### src/rtl/steer_pkg.sv
// steer_pkg: shared state encoding and default thresholds for the steering-enable controller
package steer_pkg;

  typedef enum logic [1:0] {
    IDLE   = 2'd0,
    WAIT   = 2'd1,
    STEADY = 2'd2,
    GRACE  = 2'd3
  } state_t;

  localparam logic [11:0] MIN_RIDER_WT_D = 12'h200;
  localparam logic [11:0] HYST_D         = 12'h040;
  localparam int          SETTLE_CNT_D   = 65_000_000;
  localparam int          GRACE_CNT_D    = 12_500_000;

endpackage

### src/rtl/ld_cmp.sv
// ld_cmp: combinational weight and balance comparisons on held load-cell samples
module ld_cmp
  import steer_pkg::*;
#(
  parameter int              LD_W         = 12,
  parameter logic [LD_W-1:0] MIN_RIDER_WT = LD_W'(MIN_RIDER_WT_D),
  parameter logic [LD_W-1:0] HYST         = LD_W'(HYST_D)
) (
  input  logic [LD_W-1:0] lft,
  input  logic [LD_W-1:0] rght,
  output logic            sum_gt_min,
  output logic            sum_lt_min,
  output logic            diff_gt_1_4,
  output logic            diff_gt_15_16
);

  // Thresholds carry one extra bit so MIN+HYST cannot overflow
  localparam logic [LD_W:0] HI    = {1'b0, MIN_RIDER_WT} + {1'b0, HYST};
  localparam logic [LD_W:0] LO    = {1'b0, MIN_RIDER_WT} - {1'b0, HYST};
  localparam bit            LT_EN = HYST < MIN_RIDER_WT;

  logic [LD_W:0]   sum;
  logic [LD_W-1:0] diff;

  assign sum           = {1'b0, lft} + {1'b0, rght};
  assign diff          = (lft >= rght) ? lft - rght : rght - lft;
  assign sum_gt_min    = sum > HI;
  assign sum_lt_min    = LT_EN && (sum < LO);
  assign diff_gt_1_4   = {1'b0, diff} > (sum >> 2);
  assign diff_gt_15_16 = {1'b0, diff} > (sum - (sum >> 4));

endmodule

### src/rtl/steer_en_ctrl.sv
// steer_en_ctrl: rider-presence FSM gating steering with settle and grace timing
module steer_en_ctrl
  import steer_pkg::*;
#(
  parameter int              LD_W         = 12,
  parameter logic [LD_W-1:0] MIN_RIDER_WT = LD_W'(MIN_RIDER_WT_D),
  parameter logic [LD_W-1:0] HYST         = LD_W'(HYST_D),
  parameter int              TMR_W        = 26,
  parameter int              SETTLE_CNT   = SETTLE_CNT_D,
  parameter int              GRACE_CNT    = GRACE_CNT_D
) (
  input  logic            clk,
  input  logic            rst_n,
  input  logic [LD_W-1:0] lft_ld,
  input  logic [LD_W-1:0] rght_ld,
  input  logic            ld_vld,
  output logic            en_steer,
  output logic            rider_off,
  output logic [1:0]      state_o
);

  state_t            state, nxt;
  logic [LD_W-1:0]   lft_q, rght_q;
  logic [TMR_W-1:0]  tmr;
  logic              clr_tmr, settle_full, grace_full;
  logic              sum_gt_min, sum_lt_min, diff_gt_1_4, diff_gt_15_16;

  ld_cmp #(
    .LD_W        (LD_W),
    .MIN_RIDER_WT(MIN_RIDER_WT),
    .HYST        (HYST)
  ) u_cmp (
    .lft          (lft_q),
    .rght         (rght_q),
    .sum_gt_min   (sum_gt_min),
    .sum_lt_min   (sum_lt_min),
    .diff_gt_1_4  (diff_gt_1_4),
    .diff_gt_15_16(diff_gt_15_16)
  );

  assign settle_full = tmr == TMR_W'(SETTLE_CNT - 1);
  assign grace_full  = tmr >= TMR_W'(GRACE_CNT - 1);
  assign state_o     = state;

  // Hold the latest strobed load-cell samples
  always_ff @(posedge clk or negedge rst_n) begin
    if (!rst_n) begin
      lft_q  <= '0;
      rght_q <= '0;
    end else if (ld_vld) begin
      lft_q  <= lft_ld;
      rght_q <= rght_ld;
    end
  end

  // Shared settle/grace timer; saturates so it never wraps into a false settle
  always_ff @(posedge clk or negedge rst_n) begin
    if (!rst_n) tmr <= '0;
    else        tmr <= clr_tmr ? '0 : (&tmr ? tmr : tmr + TMR_W'(1));
  end

  // Next-state and timer-clear decode; in-band weight falls through to a hold
  always_comb begin
    nxt     = state;
    clr_tmr = 1'b0;
    unique case (state)
      IDLE:   if (sum_gt_min) begin nxt = WAIT; clr_tmr = 1'b1; end
      WAIT:   if (sum_lt_min) nxt = IDLE;
              else if (diff_gt_1_4) clr_tmr = 1'b1;
              else if (settle_full) nxt = STEADY;
      STEADY: if (sum_lt_min) begin nxt = GRACE; clr_tmr = 1'b1; end
              else if (diff_gt_15_16) begin nxt = WAIT; clr_tmr = 1'b1; end
      GRACE:  if (sum_gt_min) nxt = STEADY;
              else if (grace_full || diff_gt_15_16) nxt = IDLE;
      default: nxt = IDLE;
    endcase
  end

  // State register with Moore outputs registered from the next state
  always_ff @(posedge clk or negedge rst_n) begin
    if (!rst_n) begin
      state     <= IDLE;
      en_steer  <= 1'b0;
      rider_off <= 1'b1;
    end else begin
      state     <= nxt;
      en_steer  <= (nxt == STEADY) || (nxt == GRACE);
      rider_off <= nxt == IDLE;
    end
  end

endmodule

### config.mk
export PLATFORM = sky130hd
export DESIGN_NAME = steer_en_ctrl
export DESIGN_NICKNAME = d
export VERILOG_FILES = /design/src/rtl/steer_pkg.sv /design/src/rtl/ld_cmp.sv /design/src/rtl/steer_en_ctrl.sv
export SDC_FILE = /design/constraint.sdc
export NUM_CORES = 1
export LEC_CHECK = 0
export CORE_MARGIN = 1
export CORE_UTILIZATION = 36
export CTS_CLUSTER_SIZE = 40
export DETAILED_ROUTE_END_ITERATION = 8
export GPL_ROUTABILITY_DRIVEN = 1
export PLACE_DENSITY = 0.6
export SYNTH_ARGS = -nofsm -noshare
export SYNTH_HDL_FRONTEND = slang
export SYNTH_SLANG_ARGS = --single-unit
### constraint.sdc
create_clock -name clk -period 6.2 [get_ports clk]
set_clock_uncertainty 0.15 [all_clocks]
set_input_delay 0.62 -clock clk [delete_from_list [all_inputs] [get_ports clk]]
set_output_delay 0.62 -clock clk [all_outputs]
set_load 0.01 [all_outputs]
==> out/qor.yml, run 1 <==
status:
  status: "finished clean"
clock_network:
  insertion_delay_ns: 0.30
  clock_path_buffers: 2
  clock_sinks: 54
  cts-root-buf: "clkbuf_16"
  clkSlewWorstSetupHoldPaths_ns: 0.07
  numCtsBuffers: 5
  post_cts_buffers: 0
  cts_resized: 0
  cts_tree: "yes"
  cts_hold_buf: 0
  h-tree-depth: 2
critical_path:
  r2r-end: "tmr[16]"
  endpoint_kind: "flop"
  rr_startpoint: "lft_q[4]"
  worstSetupPathType: "reg2reg"
  path_cells: "inv_1 -> ha_1 -> nor2b_1 -> nor4_1 -> and3_1 -> o22a_1 -> clkinv_1 -> ha_1 -> a21o_1 -> a21oi_1 -> or4b_1 -> a21oi_1 -> xor2_1 -> ha_1 -> nand3_1 -> o21bai_1 -> a311oi_1 -> mux2i_1 -> o21ai_0 -> a22oi_2 -> o32ai_4 -> buf_12 -> nor2_1"
  required_ns: 6.24
  critPathMaxStageDelay_ns: 0.52
  critPathSlowestCell: "nor4_1"
  cp_max_fo: 26
  crit_start: "lft_q[4]"
  ff2ff_path_depth: 23
  cp_top_family: "compound AO/OA/AOI/OAI gates"
  r2r_slack_ns: 0.37
  crit_path_frequent_cell: "ha_1"
  worst_setup_path_start_kind: "flop"
  critPathBufInv: 3
  arrival_ns: 5.87
global_route:
  grt_max_degree: 55
  antenna_found_initial: 0
  grt_pass1_vias: 4812
  grt_pass1_wl_um: 24000
  grt_use_total_pct: 18.6
  grt.overflow.total: 0
finish:
  layout-drive-gt1-share_pct: 7.48
  fillers: 1495
  area_delta_synth_final_pct: 13.5
  fin_nets: 804
  diodes: 0
timing:
  post-route-period-util_pct: 94.1
  setup-violations-final: 0
  finalHoldViolCount: 0
  slew_headroom_pct: 42.1
  clock.fmax_mhz: 171
  setup_slack_ns: 0.369
  tightestPinTransition_ns: 0.857
  period_minus_slack_ns: 5.83
  slew_violations: 0
  tns_ns: 0
pwr:
  combPwrFrac_pct: 68.0
  powerDensity_nw_per_um2: 345
  p_switching_mw: 1.01
  p_sw_share_pct: 46.1
  p_leak_nw: 2.83
  seq_power_share_pct: 18.7
  p_int_mw: 1.18
  ir_drop_mv: 0.188
  p_clk_share_pct: 13.4
yosys:
  ys_ff_latch: 54
  ys_top_cells_by_area: "dfrtp_1 24%, ha_1 15%, nor2_1 5.0%"
  synth-async-reset-ratio_pct: 100
  ys_seq_area_share_pct: 24.2
  synth_top_area_cell: "dfrtp_1"
  synthFlopType: "dfrtp_1"
  synth-edff-count: 0
  synthesis.area_um2: 5580
  synth_warnings: 0
  synth_cell_types: 81
  avgSynthCellArea_um2: 8.28
  netlist_instances: 674
  synthTopCellsByCount: "74 x nor2_1, 65 x ha_1, 53 x dfrtp_1"
  syn_nets: 770
  synth_most_common_cell: "nor2_1"
  synth_top_area_share_pct: 23.8
detailed_routing:
  wl_per_cell_um: 16.0
  ant_nets: 0
  drt_iter0_drc: 327
  via_per_inst: 5.52
  vias: 4951
  drcViolationCount: 0
  wirelength_um: 14400
  dr.pass1.iters: 5
floorplan:
  core_area_um2: 15100
  dieArea_um2: 16000
  io_pins: 31
  die_w_um: 127
  start_util_pct: 36.9
  die_h_um: 127
  rows: 45
placed_design:
  numPortBuffers: 30
  dp.final_hpwl_um: 11400
  gp_congestion: 0.929
  place_ws_ns: 0.226
job:
  cap_viol_max_count: 0
worst_hold_path:
  hp-class: "in2async"
## through the flow
| step | power [mW] | cell area [um^2] | hold slack (ns) | utilization, % | std cells |
|---|---|---|---|---|---|
| 3_3_place_gp | 1.83 | 6170 | 0.366 | 40.7 | 889 |
| 3_5_place_dp | 1.87 | 6170 | 0.391 | 40.7 | 889 |
| 5_1_grt | 2.38 | 6330 | 0.343 | 41.8 | 897 |
| 2_1_floorplan | 1.49 | 5580 | 0.174 | - | 674 |
| 4_1_cts | 2.18 | 6320 | 0.314 | 41.7 | 897 |
| 6_report | 2.18 | 6330 | 0.284 | 41.8 | 897 |
## power by group through the flow
stage          sequential, mW  clock [mW]  combinational, mW
2_1_floorplan           0.407           0               1.09
3_3_place_gp            0.412           0               1.41
3_5_place_dp            0.415           0               1.45
4_1_cts                 0.408       0.304               1.47
5_1_grt                 0.413       0.316               1.65
6_report                0.407       0.292               1.48
## cells by family after synthesis
| group | count (synthesis) | synth area share (%) |
|---|---|---|
| AND/OR/NAND/NOR | 247 | 22.4 |
| multiplexers | 6 | 1.10 |
| adder cells (fa/ha/maj) | 69 | 16.0 |
| buffers and inverters | 77 | 5.58 |
| AO/OA/AOI/OAI | 169 | 21.6 |
| flip-flops | 54 | 24.2 |
| XOR/XNOR | 52 | 9.03 |
## worst max path at each step
stage               to  depth (start not counted)  slack (ns)
2_1_floorplan  tmr[24]                         25        0.67
3_3_place_gp   tmr[24]                         25        0.37
3_5_place_dp   tmr[24]                         25        0.23
4_1_cts         tmr[6]                         25        0.20
5_1_grt        tmr[24]                         25       -0.03
6_report       tmr[16]                         23        0.37
## flip-flops by register name, indices dropped and copies added (netlist names)
| signal | count |
|---|---|
| tmr | 26 |
| en_steer | 1 |
| rider_off | 1 |
| rght_q | 12 |
| state_o | 2 |
| lft_q | 12 |
## routing by layer
metal	vias up	routed length [um]	global-route usage (%)	part of all wire, %
met5	-	0	0	0
li1	2486	-	-	-
met3	16	391	1.94	2.7
met4	0	250	5.60	1.7
met1	2349	7110	25.7	49
met2	100	6610	30.6	46
## cells in the final DEF (no fill, tap or decap), drive strengths merged, types with 5 or more instances in the layout
master	instances
o21ai	42
nand2b	10
a211oi	8
nor3	11
nand3	22
clkbuf	6
nand2	51
clkdlybuf4s50	29
buf	22
inv	52
a211o	5
xnor2	32
nor4	10
nor2	74
nor2b	14
a21oi	39
nand4	15
xor2	17
or3	6
mux2i	5
and3	7
dfrtp	53
a21o	12
o211ai	8
or2	7
ha	65
## final cells by class
type	instances	area [um^2]	area share, %
clock inverter	2	12.5	0.198
inverter	53	199	3.14
multi-input combinational	543	3930	62.1
tap	188	235	3.71
sequential	54	1350	21.4
clock buffer	6	139	2.19
timing repair buffer	51	465	7.35
(Power assumes the default switching activity.)
==> run 2, diff against run 1 <==
--- a/config.mk
+++ b/config.mk
@@ -5,11 +5,11 @@
 export SDC_FILE = /design/constraint.sdc
 export NUM_CORES = 1
 export LEC_CHECK = 0
-export CORE_MARGIN = 1
 export CORE_UTILIZATION = 36
 export CTS_CLUSTER_SIZE = 40
 export DETAILED_ROUTE_END_ITERATION = 8
 export GPL_ROUTABILITY_DRIVEN = 1
+export HOLD_SLACK_MARGIN = 0.06
 export PLACE_DENSITY = 0.6
 export SYNTH_ARGS = -nofsm -noshare
 export SYNTH_HDL_FRONTEND = slang
==> results of run 2 <==
Same layout as run 1: the final DEF is identical, and so are final timing and power.
==> run 3, diff against run 2 <==
--- a/config.mk
+++ b/config.mk
@@ -5,12 +5,14 @@
 export SDC_FILE = /design/constraint.sdc
 export NUM_CORES = 1
 export LEC_CHECK = 0
+export ABC_AREA = 1
 export CORE_UTILIZATION = 36
 export CTS_CLUSTER_SIZE = 40
 export DETAILED_ROUTE_END_ITERATION = 8
 export GPL_ROUTABILITY_DRIVEN = 1
 export HOLD_SLACK_MARGIN = 0.06
-export PLACE_DENSITY = 0.6
+export PLACE_DENSITY = 0.59
+export SKIP_CTS_REPAIR_TIMING = 1
 export SYNTH_ARGS = -nofsm -noshare
 export SYNTH_HDL_FRONTEND = slang
 export SYNTH_SLANG_ARGS = --single-unit
==> run 3 against run 2 <==
Synthesized area grew 6.1%. Critical path type unchanged. Sequential power decreased by 2%. Non-clock buffer count fell by 18. Clock power is 14% higher. First-iteration DRC count is 3.4% higher. Total power down 9.8%. Fmax up 9.5%. Setup slack gained 0.51 ns. Final cell count increased by 26%. Final area rose by 3.5%.
==> out/qor.yml, run 3 <==
yosys:
  synth-async-reset-ratio_pct: 100  # unchanged
  syn_nets: 983  # +28%
  netlist_instances: 887  # +32%
  synthTopCellsByCount: "240 x nand2_1, 144 x inv_1, 75 x nand3_1"
  ys_top_cells_by_area: "dfrtp_1 22%, nand2_1 15%, ha_1 14%"
  synth-edff-count: 0  # unchanged
  synthFlopType: "dfrtp_1"
  ys_seq_area_share_pct: 22.8  # -1.4 points
  avgSynthCellArea_um2: 6.68  # -19%
  synth_top_area_cell: "dfrtp_1"
  synthesis.area_um2: 5920  # +6.1%
  synth_warnings: 0  # unchanged
  synth_cell_types: 45  # -44%
  synth_top_area_share_pct: 22.4  # -1.4 points
  ys_ff_latch: 54  # unchanged
  synth_most_common_cell: "nand2_1"
critical_path:
  cp_top_family: "simple AND/OR/NAND/NOR gates"
  crit_path_frequent_cell: "nand2_1"
  critPathBufInv: 3  # unchanged
  cp_max_fo: 26  # unchanged
  critPathSlowestCell: "fa_1"
  critPathMaxStageDelay_ns: 0.46  # -0.06 ns
  worst_setup_path_start_kind: "flop"
  endpoint_kind: "flop"
  required_ns: 6.20  # -0.04 ns
  worstSetupPathType: "reg2reg"
  arrival_ns: 5.32  # -0.55 ns
timing:
  finalHoldViolCount: 0  # unchanged
  period_minus_slack_ns: 5.32  # -0.507 ns
  clock.fmax_mhz: 188  # +9.5%
  slew_headroom_pct: 38.6  # -3.5 points
  post-route-period-util_pct: 85.9  # -8.2 points
  rsz0062_at_grt: "false"
  tightestPinTransition_ns: 0.916  # +0.0586 ns
  tns_ns: 0  # unchanged
  timing.hold.ws_ns: 0.274  # -0.00903 ns
  slew_violations: 0  # unchanged
  setup-violations-final: 0  # unchanged
global_route:
  grt_max_degree: 55  # unchanged
  grt.overflow.total: 0  # unchanged
  antenna_found_initial: 0  # unchanged
  grt_pass1_vias: 4969  # +3.3%
  grt_pass1_wl_um: 23500  # -2.2%
  grt_use_total_pct: 17.5  # -1.1 points
pwr:
  p_switching_mw: 0.955  # -5.0%
  combPwrFrac_pct: 62.8  # -5.2 points
  powerDensity_nw_per_um2: 300  # -13%
  p_leak_nw: 3.33  # +18%
  p_sw_share_pct: 48.5  # +2.5 points
  p_clk_share_pct: 17.0  # +3.6 points
  ir_drop_mv: 0.153  # -18%
  seq_power_share_pct: 20.2  # +1.5 points
  p_int_mw: 1.01  # -14%
clock_network:
  cts-root-buf: "clkbuf_16"
  clock_path_buffers: 2  # unchanged
  clock_sinks: 54  # unchanged
  insertion_delay_ns: 0.30  # about the same
  h-tree-depth: 2  # unchanged
  clkSlewWorstSetupHoldPaths_ns: 0.08  # about the same
  numCtsBuffers: 5  # unchanged
  cts_tree: "yes"
finish:
  layout_common_cells: "240 x nand2_1, 144 x inv_1, 75 x nand3_1"
  top_register: "tmr"
  largest_reg_flops: 26  # unchanged
  area_delta_synth_final_pct: 10.7
  layout_commonest_cell: "nand2_1"
  layout-drive-gt1-share_pct: 8.12  # +0.65 points
  diodes: 0  # unchanged
  fin_nets: 1006  # +25%
  final_cell_area_um2: 6560  # +3.5%
  biggestRegsByFlops: "tmr x26, lft_q x12, rght_q x12"
floorplan:
  io_pins: 31  # unchanged
  die_w_um: 130  # +3.0%
  dieArea_um2: 17000  # +6.0%
  core_area_um2: 15900  # +5.3%
  start_util_pct: 37.1  # +0.29 points
  rows: 46  # +2.2%
  die_h_um: 130  # +3.0%
placed_design:
  postPlaceCellArea_um2: 6380  # +3.4%
  dp.final_hpwl_um: 11800  # +3.0%
  numPortBuffers: 30  # unchanged
  gp_congestion: 0.887  # -4.5%
detailed_routing:
  drt_iter0_drc: 338  # +3.4%
  ant_nets: 0  # unchanged
  vias: 5452  # +10%
  via_per_inst: 4.84  # -12%
  wl_per_cell_um: 12.7  # -21%
  drcViolationCount: 0  # unchanged
  wirelength_um: 14300  # -0.53%
  dr.pass1.iters: 5  # unchanged
job:
  cap_viol_max_count: 0  # unchanged
worst_hold_path:
  hp-class: "in2async"
status:
  status: "finished clean"
## run 3: kinds of logic (layout without fill, tap and decap cells)
kind of cell / after synthesis / after routing / share of synthesized area [%]
and+or+nand+nor: 467 / 467 / 35.3
muxes: 3 / 3 / 0.528
xor gates and xnor gates: 35 / 35 / 5.18
buffers and inverters: 168 / 192 / 11.7
DFF: 54 / 54 / 22.8
adders and majority gates: 69 / 69 / 15.1
AOI/OAI and AO/OA: 91 / 91 / 9.32
## run 3: final timing paths
check	startpoint	depth (start not counted)	slack (ns)	endpoint
max reg2reg	lft_q[1]	27	0.88	tmr[5]
max	lft_q[1]	27	0.88	tmr[5]
min reg2reg	tmr[4]	2	0.41	tmr[4]
min in group clk	tmr[4]	2	0.41	tmr[4]
min	rst_n	2	0.27	lft_q[2]
max in group asynchronous	rst_n	2	5.16	rght_q[10]
## run 3: worst reg2reg max path: cells and delay by family, from the launching register on
kind / cells / cell delay (ns)
adder cells (fa/ha/maj): 4 / 1.42
AO/OA/AOI/OAI: 3 / 0.80
AND/OR/NAND/NOR: 15 / 1.63
XOR/XNOR: 2 / 0.37
buffers and inverters: 3 / 0.39
flip-flops: 1 / 0.43
## run 3: layer usage
metal / GRT usage [%] / wire [um] / vias to the layer above / share of wire (%)
li1: - / - / 2871 / -
met3: 1.52 / 570 / 18 / 4.0
met5: 0 / 0 / - / 0
met4: 5.27 / 288 / 0 / 2.0
met2: 27.3 / 6140 / 124 / 43
met1: 25.5 / 7280 / 2439 / 51
## run 3: cell type report
cell class | instances | area, um^2
timing repair buffer | 33 | 318
clock buffer | 5 | 125
tap | 216 | 270
multi-input combinational | 665 | 3870
sequential | 54 | 1350
clock inverter | 3 | 48.8
fill | 1706 | 9390
inverter | 151 | 567
## run 3: per-stage QoR
step                      total power [mW]  setup slack [ns]  cells  util [%]
after floorplan                       1.37              1.54    887         -
after global routing                  2.16             0.313   1127      41.1
after detailed placement              1.64             0.874   1119      40.0
final                                 1.97             0.876   1127      41.1
after CTS                             1.98             0.854   1127      41.1
after global placement                1.64              1.05   1119      40.0
## run 3: power by group through the flow
stage          Sequential (mW)  Clock, mW  Combinational [mW]
2_1_floorplan            0.404          0               0.962
3_3_place_gp             0.405          0                1.23
3_5_place_dp             0.406          0                1.23
4_1_cts                  0.399      0.341                1.24
5_1_grt                  0.402      0.351                1.41
6_report                 0.398      0.334                1.24
